<file path="src/rtl/vga_pkg.sv">
// Shared VGA/VRAM definitions: the pixel colour type, the frame size,
// the byte-strobe patterns for half-word and full-word VRAM writes,
// and the rectangle-fill FSM states.
package vga_pkg;

  typedef logic [11:0] rgb444_t;

  localparam int VRAM_W = 256;
  localparam int VRAM_H = 256;

  localparam logic [3:0] STRB_LO  = 4'b0011;
  localparam logic [3:0] STRB_HI  = 4'b1100;
  localparam logic [3:0] STRB_ALL = 4'b1111;

  typedef enum logic [1:0] {
    ST_IDLE  = 2'd0,
    ST_WRITE = 2'd1,
    ST_DONE  = 2'd2
  } fill_state_e;

endpackage

</file>
<file path="src/rtl/vram_rect_fill.sv">
// Rectangle-fill engine: turns one start command into a stream of 32-bit
// VRAM word writes carrying a solid RGB444 colour. Horizontally adjacent
// even/odd pixel pairs are merged into one full-word write.
// Optional build macro VRAM_RECT_FILL_CLIP_EN: clip the rectangle at the
// right and bottom screen edges instead of wrapping around.
module vram_rect_fill
  import vga_pkg::*;
#(
  parameter int ADDR_W = 17
) (
  input  logic              mem_clk,
  input  logic              rst,
  input  logic              start,
  input  logic [7:0]        x0,
  input  logic [7:0]        y0,
  input  logic [8:0]        w,
  input  logic [8:0]        h,
  input  logic [11:0]       color,
  output logic              busy,
  output logic              done,
  output logic              wr_valid,
  input  logic              wr_ready,
  output logic [ADDR_W-1:0] wr_addr,
  output logic [31:0]       wr_data,
  output logic [3:0]        wr_strb
);

  fill_state_e state_q, state_d;
  logic [7:0]  x0_q, x0_d;
  logic [8:0]  width_q, width_d;
  rgb444_t     color_q, color_d;
  logic [7:0]  cx_q, cx_d;
  logic [7:0]  cy_q, cy_d;
  logic [8:0]  rem_q, rem_d;
  logic [8:0]  rows_q, rows_d;

  logic        pairBeat;
  logic [8:0]  step;
  logic [8:0]  remAfter;
  logic [3:0]  beatStrb;
  logic [8:0]  effW;
  logic [8:0]  effH;
  logic        accepting;

  // Work out the size actually drawn: clipped to the screen edge when
  // clipping is built in, otherwise the raw size (cursor wraps instead).
  always_comb begin
`ifdef VRAM_RECT_FILL_CLIP_EN
    effW = w;
    effH = h;
    if (w > (9'(VRAM_W) - {1'b0, x0})) effW = 9'(VRAM_W) - {1'b0, x0};
    if (h > (9'(VRAM_H) - {1'b0, y0})) effH = 9'(VRAM_H) - {1'b0, y0};
`else
    effW = w;
    effH = h;
`endif
  end

  // Form the current beat from the cursor: an even cursor with two or more
  // pixels left writes a whole word, anything else writes one half-word.
  always_comb begin
    pairBeat = !cx_q[0] && (rem_q >= 9'd2);
    step     = pairBeat ? 9'd2 : 9'd1;
    remAfter = rem_q - step;
    if (pairBeat)      beatStrb = STRB_ALL;
    else if (cx_q[0])  beatStrb = STRB_HI;
    else               beatStrb = STRB_LO;
  end

  assign accepting = start && ((state_q == ST_IDLE) || (state_q == ST_DONE));

  // Next-state logic: command latch, cursor advance on each accepted beat,
  // and row/rectangle end detection.
  always_comb begin
    state_d = state_q;
    x0_d    = x0_q;
    width_d = width_q;
    color_d = color_q;
    cx_d    = cx_q;
    cy_d    = cy_q;
    rem_d   = rem_q;
    rows_d  = rows_q;
    case (state_q)
      ST_IDLE, ST_DONE: begin
        state_d = ST_IDLE;
        if (accepting) begin
          x0_d    = x0;
          width_d = effW;
          color_d = color;
          cx_d    = x0;
          cy_d    = y0;
          rem_d   = effW;
          rows_d  = effH;
          state_d = ((w == 9'd0) || (h == 9'd0)) ? ST_DONE : ST_WRITE;
        end
      end
      ST_WRITE: begin
        if (wr_ready) begin
          if (remAfter == 9'd0) begin
            if (rows_q == 9'd1) begin
              state_d = ST_DONE;
            end else begin
              cx_d   = x0_q;
              rem_d  = width_q;
              cy_d   = cy_q + 8'd1;
              rows_d = rows_q - 9'd1;
            end
          end else begin
            cx_d  = cx_q + step[7:0];
            rem_d = remAfter;
          end
        end
      end
      default: state_d = ST_IDLE;
    endcase
  end

  // State and cursor registers; reset aborts any fill in progress.
  always_ff @(posedge mem_clk or negedge rst) begin
    if (!rst) begin
      state_q <= ST_IDLE;
      x0_q    <= '0;
      width_q <= '0;
      color_q <= '0;
      cx_q    <= '0;
      cy_q    <= '0;
      rem_q   <= '0;
      rows_q  <= '0;
    end else begin
      state_q <= state_d;
      x0_q    <= x0_d;
      width_q <= width_d;
      color_q <= color_d;
      cx_q    <= cx_d;
      cy_q    <= cy_d;
      rem_q   <= rem_d;
      rows_q  <= rows_d;
    end
  end

  // Outputs decode straight from the state so they drop the moment reset
  // asserts; the write port reads all-zero whenever no beat is presented.
  always_comb begin
    busy     = (state_q == ST_WRITE);
    done     = (state_q == ST_DONE);
    wr_valid = busy;
    wr_addr  = '0;
    wr_data  = '0;
    wr_strb  = '0;
    if (wr_valid) begin
      wr_addr = ADDR_W'({cy_q, cx_q[7:1], 2'b00});
      wr_data = {4'h0, color_q, 4'h0, color_q};
      wr_strb = beatStrb;
    end
  end

endmodule

</file>
<file path="config.mk">
export PLATFORM = sky130hd
export DESIGN_NAME = vram_rect_fill
export DESIGN_NICKNAME = d
export VERILOG_FILES = /design/src/rtl/vga_pkg.sv /design/src/rtl/vram_rect_fill.sv
export SDC_FILE = /design/constraint.sdc
export NUM_CORES = 1
export LEC_CHECK = 0
export ABC_AREA = 1
export CAP_MARGIN = 10
export CORE_MARGIN = 8
export CORE_UTILIZATION = 46
export CTS_BUF_LIST = sky130_fd_sc_hd__clkbuf_4
export DETAILED_ROUTE_END_ITERATION = 16
export PLACE_DENSITY = 0.79
export SLEW_MARGIN = 30
export SYNTH_ARGS = -nofsm -noshare
export SYNTH_HDL_FRONTEND = slang
export SYNTH_SLANG_ARGS = --single-unit
</file>
<file path="constraint.sdc">
create_clock -name mem_clk -period 2.9 [get_ports mem_clk]
set_input_delay 0.58 -clock mem_clk [delete_from_list [all_inputs] [get_ports mem_clk]]
set_output_delay 0.58 -clock mem_clk [all_outputs]
set_load 0.05 [all_outputs]
</file>
==> flow_summary.html <==
<table>
<tr><th>Metric</th><th>Value</th></tr>
<tr><th colspan="2">Run status</th></tr>
<tr><td>Outcome</td><td>finished with violations</td></tr>
<tr><td>Failing checks</td><td>negative setup slack</td></tr>
<tr><th colspan="2">Drt</th></tr>
<tr><td>Avg WL per Cell</td><td>14.4 um</td></tr>
<tr><td>Drt total wl</td><td>12000 um</td></tr>
<tr><td>1st-pass router iterations</td><td>4</td></tr>
<tr><td>DRC violations left</td><td>0</td></tr>
<tr><td>Via count</td><td>4209</td></tr>
<tr><td>Violation count after the first detailed-routing iteration</td><td>284</td></tr>
<tr><td>Remaining antenna violation count after routing</td><td>0</td></tr>
<tr><td>Average vias per placed instance</td><td>5.07</td></tr>
<tr><th colspan="2">Critical path</th></tr>
<tr><td>Endpoint class of the critical path</td><td>flop</td></tr>
<tr><td>Worst path max stage delay</td><td>410 ps</td></tr>
<tr><td>List of cells traversed by the critical path</td><td>nor2_2, nand2_2, nor3_2, nor2_1, inv_1, ha_2, inv_2, fa_2, nor2_4, nand2_2, o21ai_2, nand2_2, nor2_4, nand3_4, a21oi_4, buf_12, clkbuf_16, nand2_2, o21ai_1</td></tr>
<tr><td>Required time reported for the critical path endpoint</td><td>3250 ps</td></tr>
<tr><td>R2R depth</td><td>19</td></tr>
<tr><td>Worst Path Max Fanout</td><td>5</td></tr>
<tr><td>Crit start category</td><td>flop</td></tr>
<tr><td>Worst R2R End</td><td>cy_q[2]$_DFFE_PN0P_</td></tr>
<tr><td>Worst R2R Start</td><td>rem_q[5]$_DFFE_PN0P_</td></tr>
<tr><td>Crit path max-delay cell type</td><td>sky130_fd_sc_hd__dfrtp_1</td></tr>
<tr><td>Worst setup path category</td><td>flop to flop</td></tr>
<tr><td>Cell family contributing the most delay on the critical path</td><td>simple AND/OR/NAND/NOR gates</td></tr>
<tr><td>Signal arrival time at the worst endpoint</td><td>3290 ps</td></tr>
<tr><td>Reg-to-reg setup timing slack</td><td>-40 ps</td></tr>
<tr><td>Crit-path most repeated cell</td><td>sky130_fd_sc_hd__nand2_2</td></tr>
<tr><td>Buf+Inv Stages, Crit Path</td><td>4</td></tr>
<tr><th colspan="2">Synthesis</th></tr>
<tr><td>Ys async rst share</td><td>100%</td></tr>
<tr><td>Top_reg_cell synth</td><td>sky130_fd_sc_hd__dfrtp_1</td></tr>
<tr><td>Proportion of synthesized chip area in sequential cells</td><td>38.5%</td></tr>
<tr><td>Leading post-synthesis cells by cell area</td><td>sky130_fd_sc_hd__dfrtp_1 38%, sky130_fd_sc_hd__nand2_1 14%, sky130_fd_sc_hd__inv_1 7.6%, sky130_fd_sc_hd__nor2_1 6.8%, sky130_fd_sc_hd__o21ai_0 6.4%</td></tr>
<tr><td>Syn avg cell area</td><td>6.90 um^2</td></tr>
<tr><td>Number of enable flip-flop cells after synthesis</td><td>0</td></tr>
<tr><td>Cells after Synth</td><td>613</td></tr>
<tr><td>Share of Yosys cell area claimed by the top area cell type</td><td>38.5%</td></tr>
<tr><td>Synthesis Warnings</td><td>0</td></tr>
<tr><td>Post-synth top area cell</td><td>sky130_fd_sc_hd__dfrtp_1</td></tr>
<tr><td>Cell variety after synth</td><td>34</td></tr>
<tr><td>Leading cell type by number of instances after synthesis</td><td>sky130_fd_sc_hd__nand2_1</td></tr>
<tr><td>Flops &amp; latches, synth</td><td>65</td></tr>
<tr><td>Leading cell types by count after synthesis</td><td>156 x sky130_fd_sc_hd__nand2_1, 86 x sky130_fd_sc_hd__inv_1, 77 x sky130_fd_sc_hd__nor2_1</td></tr>
<tr><td>Post-synthesis instance area</td><td>4230 um^2</td></tr>
<tr><th colspan="2">Layout</th></tr>
<tr><td>Multi-input gate area</td><td>2090 um^2</td></tr>
<tr><td>Post-synthesis to final-layout area growth</td><td>42.8%</td></tr>
<tr><td>Number of inserted filler cells in the final layout</td><td>739</td></tr>
<tr><td>Ant diodes</td><td>0</td></tr>
<tr><td>Non-filler cells in the finished layout</td><td>830</td></tr>
<tr><td>Register area</td><td>1630 um^2</td></tr>
<tr><td>Share of layout cells above drive strength 1</td><td>19.3%</td></tr>
<tr><td>Finished layout cell area</td><td>6040 um^2</td></tr>
<tr><td>Number of nets in the layout</td><td>771</td></tr>
<tr><th colspan="2">Place</th></tr>
<tr><td>RePlAce Congestion</td><td>0.816</td></tr>
<tr><td>DP HPWL</td><td>8990 um</td></tr>
<tr><td># placed instances</td><td>808</td></tr>
<tr><td>Setup slack at placement</td><td>-87.8 ps</td></tr>
<tr><td>Placement Cell Area</td><td>5730 um^2</td></tr>
<tr><td>IO buf count</td><td>95</td></tr>
<tr><th colspan="2">Power and ir drop</th></tr>
<tr><td>Psw</td><td>3.95 mW</td></tr>
<tr><td>Static Leak</td><td>2.90 nW</td></tr>
<tr><td>Switching part of the total</td><td>51.1%</td></tr>
<tr><td>Power Total</td><td>7.74 mW</td></tr>
<tr><td>Clock Power Share</td><td>6.9%</td></tr>
<tr><td>Cell Int Power</td><td>3.78 mW</td></tr>
<tr><td>Power share of the combinational group</td><td>72.3%</td></tr>
<tr><td>Worst VDD drop</td><td>0.791 mV</td></tr>
<tr><td>Power density relative to cell area</td><td>1280 nW/um^2</td></tr>
<tr><td>Part of the total power dissipated in sequential elements</td><td>20.8%</td></tr>
<tr><th colspan="2">GRT</th></tr>
<tr><td>Via count of the first global-routing pass</td><td>4265</td></tr>
<tr><td>Largest net degree at the start of global routing</td><td>35</td></tr>
<tr><td>Global-route wire length before repair</td><td>19500 um</td></tr>
<tr><td>Sum of overflow across all layers after global routing</td><td>0</td></tr>
<tr><td>Overall Global Routing Usage</td><td>18.7%</td></tr>
<tr><td>Antenna violations before repair</td><td>0</td></tr>
<tr><th colspan="2">Clock tree</th></tr>
<tr><td>CTS sink count</td><td>65</td></tr>
<tr><td>Total clock buffers created by CTS</td><td>9</td></tr>
<tr><td>Number of buffers on the longest clock path</td><td>2</td></tr>
<tr><td>H-tree levels</td><td>3</td></tr>
<tr><td>Clock tree from TritonCTS</td><td>done</td></tr>
<tr><td>Clk pin slew, worst setup/hold paths</td><td>120 ps</td></tr>
<tr><td>Clock Root Buffer</td><td>sky130_fd_sc_hd__clkbuf_4</td></tr>
<tr><td>Later-pin clock latency in the skew report</td><td>420 ps</td></tr>
<tr><th colspan="2">Die</th></tr>
<tr><td>Area of the core</td><td>9060 um^2</td></tr>
<tr><td>Floorplan die width</td><td>112 um</td></tr>
<tr><td>Count of standard-cell rows</td><td>35</td></tr>
<tr><td>Floorplan die area</td><td>12500 um^2</td></tr>
<tr><td>DIE HEIGHT</td><td>112 um</td></tr>
<tr><td>Initial standard-cell utilization of the core</td><td>46.7%</td></tr>
<tr><td>Number of ports placed on the die boundary</td><td>106</td></tr>
<tr><th colspan="2">STA</th></tr>
<tr><td>Pins over their slew limit</td><td>0</td></tr>
<tr><td>Unrepaired setup endpoints after global routing</td><td>yes</td></tr>
<tr><td>Share of the clock period used by the worst path after layout</td><td>101%</td></tr>
<tr><td>Fin Clk Skew</td><td>12.1 ps</td></tr>
<tr><td>Relative slew margins</td><td>62.4%</td></tr>
<tr><td>Hold WS</td><td>91.4 ps</td></tr>
<tr><td>Hold violation total from the final report</td><td>0</td></tr>
<tr><td># setup viols final</td><td>7</td></tr>
<tr><td>Worst-margin pin slew</td><td>561 ps</td></tr>
<tr><td>Highest achievable clock rate</td><td>0.340 GHz</td></tr>
<tr><td>Worst setup slack after layout</td><td>-40.7 ps</td></tr>
<tr><td>Minimum period implied by the final worst setup slack</td><td>2940 ps</td></tr>
<tr><th colspan="2">Min path</th></tr>
<tr><td>Worst hold-check path type</td><td>input port to asynchronous set/reset pin</td></tr>
<tr><th colspan="2">Flow run</th></tr>
<tr><td>Number of maximum-capacitance violations</td><td>0</td></tr>
</table>
[state kept, by name (all words and copies together), names as in the netlist]
register and flops:
cx_q 8, cy_q 8, rem_q 9, color_q 12
state_q 2, width_q 9, x0_q 8, rows_q 9
[per-stage QoR]
stage	utilization, %	TNS, ps
2_1_floorplan	-	0
3_3_place_gp	63.2	0
3_5_place_dp	63.2	-707
4_1_cts	64.6	0
5_1_grt	66.6	-4500
6_report	66.6	-158
[cell type report]
type / instances / area share (%)
sequential: 65 / 26.9
clock inverter: 7 / 0.766
timing repair buffer: 132 / 29.0
tap: 111 / 2.30
inverter: 87 / 5.41
multi-input combinational: 419 / 34.5
clock buffer: 9 / 1.12
[power by group through the flow]
stage | logic [mW] | registers (mW) | clock network [mW]
final | 5.59 | 1.61 | 0.532
after global routing | 6.08 | 1.66 | 0.583
after global placement | 5.17 | 1.60 | 0
after floorplan | 3.33 | 1.57 | 0
after CTS | 5.32 | 1.60 | 0.539
after detailed placement | 5.28 | 1.62 | 0
[logic make-up (layout without fill, tap and decap cells)]
logic type	Yosys count	in the layout	share of synthesized area, %
XOR/XNOR	10	10	2.07
AO/OA/AOI/OAI	87	87	11.0
other	1	10	0.0887
AND/OR/NAND/NOR	305	305	30.7
buffers and inverters	138	235	15.4
flip-flops	65	65	38.5
adder cells (fa/ha/maj)	7	7	2.25
[repair_timing]
item,4_1_cts,5_1_grt
hold endpoints to repair,0,0
pin swaps,0,2
gates cloned,0,3
endpoints found under the setup margin,20,36
hold buffers,0,0
gates resized for setup,3,38
setup buffers,0,3
[layout by cell type (no fill, tap or decap), drive strengths merged, types with 2 or more instances in the layout]
cell type / count
dfrtp: 65
nand4: 16
conb: 10
clkdlybuf4s50: 51
or2: 2
nand3: 35
inv: 88
nor4: 4
buf: 80
xor2: 8
xnor2: 2
nor3: 5
o31ai: 2
clkinvlp: 3
a21oi: 8
ha: 6
nand2: 160
clkinv: 3
o21ai: 73
clkbuf: 10
nor2: 83
[per-layer routing]
metal	global-route usage, %	share of wire, %	vias to the layer above	wire length [um]
met5	0	0	-	0
met4	7.75	2.3	0	271
met3	3.52	4.3	24	510
met2	33.2	52	123	6220
met1	21.6	41	1971	4950
li1	-	-	2091	-
[worst max path at each step]
stage | startpoint | endpoint | slack, ps | cells after the start
6_report | rem_q[5]$_DFFE_PN0P_ | cy_q[2]$_DFFE_PN0P_ | -40 | 19
5_1_grt | rem_q[5]$_DFFE_PN0P_ | cy_q[3]$_DFFE_PN0P_ | -180 | 18
4_1_cts | rem_q[5]$_DFFE_PN0P_ | rows_q[5]$_DFFE_PN0P_ | 5 | 18
3_5_place_dp | rem_q[5]$_DFFE_PN0P_ | rem_q[5]$_DFFE_PN0P_ | -90 | 18
3_3_place_gp | rem_q[5]$_DFFE_PN0P_ | rem_q[5]$_DFFE_PN0P_ | 40 | 18
2_1_floorplan | rem_q[4]$_DFFE_PN0P_ | rem_q[7]$_DFFE_PN0P_ | 7 | 20
Note: power is estimated with default switching activity, not from simulation.
